$ cat src/rtl/reset_seq_pkg.sv
// Shared types and helpers for the reset sequencer: FSM states, reset-cause codes, counter sizing.
package reset_seq_pkg;

  typedef enum logic [1:0] {
    HOLD    = 2'd0,
    STRETCH = 2'd1,
    RELEASE = 2'd2,
    DONE    = 2'd3
  } seq_state_t;

  localparam logic [1:0] CAUSE_ASYNC = 2'b01;
  localparam logic [1:0] CAUSE_SW    = 2'b10;

  // Bits needed to hold the larger of the two programmable intervals.
  function automatic int cnt_width(input int a, input int b);
    return $clog2(((a > b) ? a : b) + 1);
  endfunction

endpackage

$ cat src/rtl/rst_sync_chain.sv
// Active-high reset synchroniser: asserts asynchronously, deasserts on the SYNC_STAGES-th clock
// edge after async_rst falls.
module rst_sync_chain #(
  parameter int SYNC_STAGES = 2
) (
  input  logic clk,
  input  logic async_rst,
  output logic sync_rst
);

  logic [SYNC_STAGES-1:0] r_sync;

  always_ff @(posedge clk or posedge async_rst) begin
    if (async_rst) begin
      r_sync <= '1;
    end else begin
      r_sync <= {r_sync[SYNC_STAGES-2:0], 1'b0};
    end
  end

  assign sync_rst = r_sync[SYNC_STAGES-1];

endmodule

$ cat src/rtl/reset_sequencer.sv
// Synchronises async_rst, stretches it, then releases NUM_CHANNELS reset domains in order with a fixed gap.
// Optional RST_SEQ_CAUSE_EN adds rst_cause reporting whether the last sequence came from async or software reset.
module reset_sequencer
  import reset_seq_pkg::*;
#(
  parameter int SYNC_STAGES    = 2,
  parameter int NUM_CHANNELS   = 4,
  parameter int STRETCH_CYCLES = 8,
  parameter int RELEASE_GAP    = 4
) (
  input  logic                    clk,
  input  logic                    async_rst,
  input  logic                    sw_rst_req,
  output logic [NUM_CHANNELS-1:0] rst_out,
  output logic                    rst_done
`ifdef RST_SEQ_CAUSE_EN
  ,
  output logic [1:0]              rst_cause
`endif
);

  localparam int CW = cnt_width(STRETCH_CYCLES, RELEASE_GAP);
  localparam int IW = $clog2(NUM_CHANNELS + 1);
  localparam logic [CW-1:0] STRETCH_LD = CW'(STRETCH_CYCLES - 1);
  localparam logic [CW-1:0] GAP_LD     = CW'(RELEASE_GAP - 1);
  localparam logic [IW-1:0] LAST_IDX   = IW'(NUM_CHANNELS - 1);

  logic w_sync_rst;
  logic w_hold;

  seq_state_t              r_state;
  logic [CW-1:0]           r_cnt;
  logic [IW-1:0]           r_idx;
  logic [NUM_CHANNELS-1:0] r_rst_out;
  logic                    r_rst_done;

  rst_sync_chain #(
    .SYNC_STAGES(SYNC_STAGES)
  ) u_sync (
    .clk      (clk),
    .async_rst(async_rst),
    .sync_rst (w_sync_rst)
  );

  assign w_hold = w_sync_rst | sw_rst_req;

  // Counters are preloaded with interval-1 so a release lands exactly interval edges after the reload.
  always_ff @(posedge clk or posedge async_rst) begin
    if (async_rst) begin
      r_state    <= HOLD;
      r_cnt      <= '0;
      r_idx      <= '0;
      r_rst_out  <= '1;
      r_rst_done <= 1'b0;
    end else if (w_hold) begin
      r_state    <= HOLD;
      r_cnt      <= STRETCH_LD;
      r_idx      <= '0;
      r_rst_out  <= '1;
      r_rst_done <= 1'b0;
    end else begin
      case (r_state)
        HOLD, STRETCH: begin
          if (r_cnt == '0) begin
            r_rst_out[0] <= 1'b0;
            if (NUM_CHANNELS == 1) begin
              r_state    <= DONE;
              r_rst_done <= 1'b1;
            end else begin
              r_state <= RELEASE;
              r_idx   <= IW'(1);
              r_cnt   <= GAP_LD;
            end
          end else begin
            r_state <= STRETCH;
            r_cnt   <= r_cnt - CW'(1);
          end
        end
        RELEASE: begin
          if (r_cnt == '0) begin
            r_rst_out <= r_rst_out & ~(NUM_CHANNELS'(1) << r_idx);
            if (r_idx == LAST_IDX) begin
              r_state    <= DONE;
              r_rst_done <= 1'b1;
            end else begin
              r_idx <= r_idx + IW'(1);
              r_cnt <= GAP_LD;
            end
          end else begin
            r_cnt <= r_cnt - CW'(1);
          end
        end
        DONE: begin
          r_state <= DONE;
        end
        default: begin
          r_state <= HOLD;
        end
      endcase
    end
  end

  assign rst_out  = r_rst_out;
  assign rst_done = r_rst_done;

`ifdef RST_SEQ_CAUSE_EN
  logic [1:0] r_cause;

  // Software cause only when the synchroniser is already quiet, so async resets keep priority.
  always_ff @(posedge clk or posedge async_rst) begin
    if (async_rst) begin
      r_cause <= CAUSE_ASYNC;
    end else if (sw_rst_req && !w_sync_rst) begin
      r_cause <= CAUSE_SW;
    end
  end

  assign rst_cause = r_cause;
`endif

endmodule
$ cat config.mk
export PLATFORM = sky130hd
export DESIGN_NAME = reset_sequencer
export DESIGN_NICKNAME = d
export VERILOG_FILES = /design/src/rtl/reset_seq_pkg.sv /design/src/rtl/rst_sync_chain.sv /design/src/rtl/reset_sequencer.sv
export SDC_FILE = /design/constraint.sdc
export NUM_CORES = 1
export LEC_CHECK = 0
export CAP_MARGIN = 5
export CORE_ASPECT_RATIO = 0.75
export CORE_UTILIZATION = 48
export DETAILED_ROUTE_END_ITERATION = 10
export MAX_ROUTING_LAYER = met4
export PLACE_DENSITY = 0.71
export SLEW_MARGIN = 20
export SYNTH_ARGS = -nofsm -noshare
export SYNTH_HDL_FRONTEND = slang
export SYNTH_SLANG_ARGS = --single-unit
export TNS_END_PERCENT = 100
$ cat constraint.sdc
create_clock -name clk -period 1.5 [get_ports clk]
set_input_delay 0.3 -clock clk [delete_from_list [all_inputs] [get_ports clk]]
set_output_delay 0.3 -clock clk [all_outputs]
set_load 0.005 [all_outputs]
==> results of run 1 <==
## how the worst max path moves through the flow
stage | startpoint | endpoint | slack [ns] | depth (start not counted)
floorplan | r_cnt[0] | rst_out[1] | 0.0009 | 6
global placement | r_cnt[0] | r_idx[1] | -0.08 | 5
detailed placement | r_cnt[0] | rst_out[1] | -0.11 | 5
CTS | r_cnt[1] | r_idx[1] | 0.01 | 5
global route | r_cnt[0] | r_state[0] | -0.11 | 7
finish | r_cnt[0] | rst_done | -0.03 | 5
## cells by family (layout without fill, tap and decap cells)
group | count (synthesis) | in the layout
and+or+nand+nor | 21 | 21
adders and majority gates | 8 | 8
buffers and inverters | 12 | 40
DFF | 16 | 16
other | 1 | 1
AOI/OAI and AO/OA | 21 | 21
muxes | 1 | 1
## where the power goes
group	internal (mW)	switching (mW)	leakage (nW)
combinational	0.0303	0.0335	0.281
sequential	0.440	0.00647	0.186
clock	0.148	0.147	0.0210
total	0.619	0.187	0.488
## worst max-delay path, stage by stage (launching register included)
cell	delay, ns
sky130_fd_sc_hd__dfrtp_1	0.41
sky130_fd_sc_hd__inv_2	0.10
sky130_fd_sc_hd__ha_4	0.15
sky130_fd_sc_hd__or3b_4	0.46
sky130_fd_sc_hd__nor3_4	0.22
sky130_fd_sc_hd__o21a_1	0.13
## cell usage in the layout, fill, tap and decap left out, types with 2 or more instances in the layout
cell and n:
sky130_fd_sc_hd__nor2_1 6, sky130_fd_sc_hd__o21ai_1 2, sky130_fd_sc_hd__ha_1 4, sky130_fd_sc_hd__clkdlybuf4s50_1 3, sky130_fd_sc_hd__buf_6 2, sky130_fd_sc_hd__nand2_1 2
sky130_fd_sc_hd__buf_4 17, sky130_fd_sc_hd__a211oi_2 2, sky130_fd_sc_hd__a31oi_1 2, sky130_fd_sc_hd__dfstp_2 6, sky130_fd_sc_hd__ha_4 3, sky130_fd_sc_hd__dfrtp_1 9
sky130_fd_sc_hd__clkbuf_4 3, sky130_fd_sc_hd__dlygate4sd2_1 4, sky130_fd_sc_hd__a21oi_1 2, sky130_fd_sc_hd__inv_2 3, sky130_fd_sc_hd__o21a_1 2, sky130_fd_sc_hd__inv_1 7
sky130_fd_sc_hd__nor3_4 3
## routing by layer
layer | track usage [%] | routed length, um | vias up
met4 | 9.028 | 63 | 0
met3 | 9.020 | 201 | 8
met5 | - | 0 | -
met2 | 41.45 | 1113 | 46
met1 | 30.81 | 983 | 362
li1 | - | - | 337
## sequential cells by signal, indices dropped and copies added (netlist names)
| signal | count |
|---|---|
| r_cnt | 4 |
| r_idx | 3 |
| r_state | 2 |
| rst_done | 1 |
| rst_out | 4 |
| u_sync.r_sync | 2 |
## area by class of cell
class,instances,area share (%)
clock buffers,4,2.941
inverters,10,3.043
multi-input cells,52,41.28
flip-flops and latches,16,33.16
well taps,21,2.130
repair buffers,26,17.44
## what timing repair did
item	in CTS	in global routing
pin swaps	4	9
endpoints found under the hold margin	0	0
resized for setup	18	12
buffers inserted	1	3
endpoints found under the setup margin	15	11
## metrics by stage
step                area, um2  worst slack, ns  utilization, %  cells
finish                   1234         -0.03440           78.25    129
global route             1234          -0.1052           78.25    129
CTS                      1175          0.01395           74.52    126
detailed placement       1076          -0.1113           68.25    121
global placement         1076         -0.08267           68.25    121
floorplan               882.1        0.0008595               -     80
==> summary.txt, run 1 <==
Outcome
  – Outcome: finished, violations left
  – Failing checks: setup timing

Job
  – Maximum Capacitance Violations: 0

Yosys
  – Share of cell area taken by muxes after synthesis: 1.153%
  – Number of enable flip-flop cells after synthesis: 0
  – Leading post-synthesis cells by instance count: 10 x sky130_fd_sc_hd__dfrtp_1, 10 x sky130_fd_sc_hd__inv_1, 8 x sky130_fd_sc_hd__ha_1
  – Cell types with the largest area share after synthesis: sky130_fd_sc_hd__dfrtp_1 29%, sky130_fd_sc_hd__dfstp_2 18%, sky130_fd_sc_hd__ha_1 12%, sky130_fd_sc_hd__inv_1 4.3%, sky130_fd_sc_hd__nor2_1 3.0%
  – Cell count after synthesis: 80
  – Synth unique cells: 32
  – Simple-gate area share of the yosys netlist: between 15 and 20%
  – Post-synthesis share of cell area spent on full adders, half adders and majority gates: approximately 12%
  – Main combinational cell family by area after synthesis: compound AO/OA/AOI/OAI gates
  – Compound-cell area share of the yosys netlist: around 18%
  – Register bit count reported by yosys: 16
  – Net Count, Synth: just over 90
  – Async S/R FF share, synth: 100.0%
  – Area share of xor/xnor cells in the synthesized design: 0%
  – Share of Yosys cell area claimed by the top area cell type: around 29%
  – Summed instance area of the synthesized netlist: 868.3 um2
  – Leading register cell type out of synthesis: sky130_fd_sc_hd__dfrtp_1
  – Synth warn: 0
  – Average size of a mapped cell: ~11 um2
  – Yosys top cell by area: sky130_fd_sc_hd__dfrtp_1
  – Part of the Yosys area used for sequential elements: 46.97%

Place
  – Count of buffers from port buffering: 7
  – Half-perimeter wire length after detailed placement: 1.375 mm
  – Routability congestion estimate: 0.8019

Global routing
  – Via count of the first global-routing pass: just under 700
  – Wire length of the first global-routing pass: about 3.4 mm
  – Total GRT Usage: 25.90%
  – Maximum number of pins on one net before global-route repair: 17
  – Total congestion overflow: 0
  – Initial antenna violation count: 0

Route
  – Via count normalized by instance count: 5.837
  – Detailed-route wire length per cell: approximately 18 um
  – Vias after detailed routing: ~750
  – Number of DRC violations after detailed routing: 0
  – Router iterations before antenna repair: 4
  – Antenna violation net count after detailed routing: 0
  – Final Routed Wirelength: approximately 2.4 mm
  – Initial drt markers: 49

Floorplanning
  – CORE AREA: about 0.0016 mm2
  – Effective utilization at floorplan: a little under three fifths
  – Die span in x: between 50 and 60 um
  – Vertical die dimension: roughly 39 um
  – Ports placed on the boundary: 8
  – Area enclosed by the die boundary: around 0.0020 mm2
  – Number of core rows: 12

Cells and area
  – Register area: 409.1 um2
  – Area added between synthesis and finish: 42.07%
  – Final antenna diode count: 0
  – Area of the multi-input gates: approximately 500 um2
  – Ratio of cells with drive above 1 in the final layout: between 40% and 50%
  – Total Nets Final: 120
  – Count of filler cells inserted in the layout: 94

STA
  – Final-layout setup total negative slack: -0.1606 ns
  – Period minus WS final: approximately 1.5 ns
  – RSZ-0062 raised after global routing: true
  – Clk_skew: approximately 0.0065 ns
  – Count of pins over their slew limit: 0
  – Timing-limited maximum frequency: about 650 MHz
  – Final Hold Violating Endpoints: 0
  – Hold slack: between 0.2 and 0.3 ns
  – Final cycle utilization of the critical path: 102.3%
  – Worst Slack Setup Final: -0.03440 ns
  – Setup violation total in the final timing report: 8

CTS
  – Clock-pin slew on the worst setup and hold paths: around 0.1 ns
  – Clock tree root driver cell: sky130_fd_sc_hd__clkbuf_4
  – CTS max path bufs: 2
  – Total clock sinks: 16
  – CTS Hold Bufs: 0
  – Cts bufs inserted: 3
  – Clock tree from TritonCTS: done
  – Number of H-tree levels: 1
  – Clock insertion delay at the later pin of the skew report: approximately 0.30 ns

Worst setup path
  – Launching point of the worst reg2reg path: r_cnt[0]
  – Critical Path RT: between 1.5 and 2 ns
  – Startpoint type of the worst setup path: flip-flop
  – Destination of the worst register-to-register timing path: rst_done
  – Critical path data arrival time: around 1.8 ns
  – Critical path class: flip-flop to flip-flop
  – Critical Path Fanout Max: 6
  – Crit. End Element: flip-flop
  – Register-to-register setup slack: -0.03 ns
  – Worst R2R Path Depth: 5

Pwr
  – Pwr/cell area: 653.1 mW/mm2
  – Leakage Power: about 0.49 nW
  – Worst-case vdd ir drop: 0.6510 mV
  – Power Total: just over 800 uW

Hold path
  – Path type of the worst min-delay path: primary input to async pin
Note: power is estimated with default switching activity, not from simulation.
==> run 2: changes to the inputs <==
--- a/config.mk
+++ b/config.mk
@@ -11,7 +11,6 @@
 export DETAILED_ROUTE_END_ITERATION = 10
 export MAX_ROUTING_LAYER = met4
 export PLACE_DENSITY = 0.71
-export SLEW_MARGIN = 20
 export SYNTH_ARGS = -nofsm -noshare
 export SYNTH_HDL_FRONTEND = slang
 export SYNTH_SLANG_ARGS = --single-unit
==> results of run 2 <==
Same layout as run 1: the final DEF is identical, and so are final timing and power.
==> run 3: changes to the inputs <==
--- a/config.mk
+++ b/config.mk
@@ -5,9 +5,11 @@
 export SDC_FILE = /design/constraint.sdc
 export NUM_CORES = 1
 export LEC_CHECK = 0
+export ABC_CLOCK_PERIOD_IN_PS = 1500
 export CAP_MARGIN = 5
 export CORE_ASPECT_RATIO = 0.75
 export CORE_UTILIZATION = 48
+export CTS_CLUSTER_SIZE = 16
 export DETAILED_ROUTE_END_ITERATION = 10
 export MAX_ROUTING_LAYER = met4
 export PLACE_DENSITY = 0.71
==> results of run 3 <==
Same layout as run 1: the final DEF is identical, and so are final timing and power.
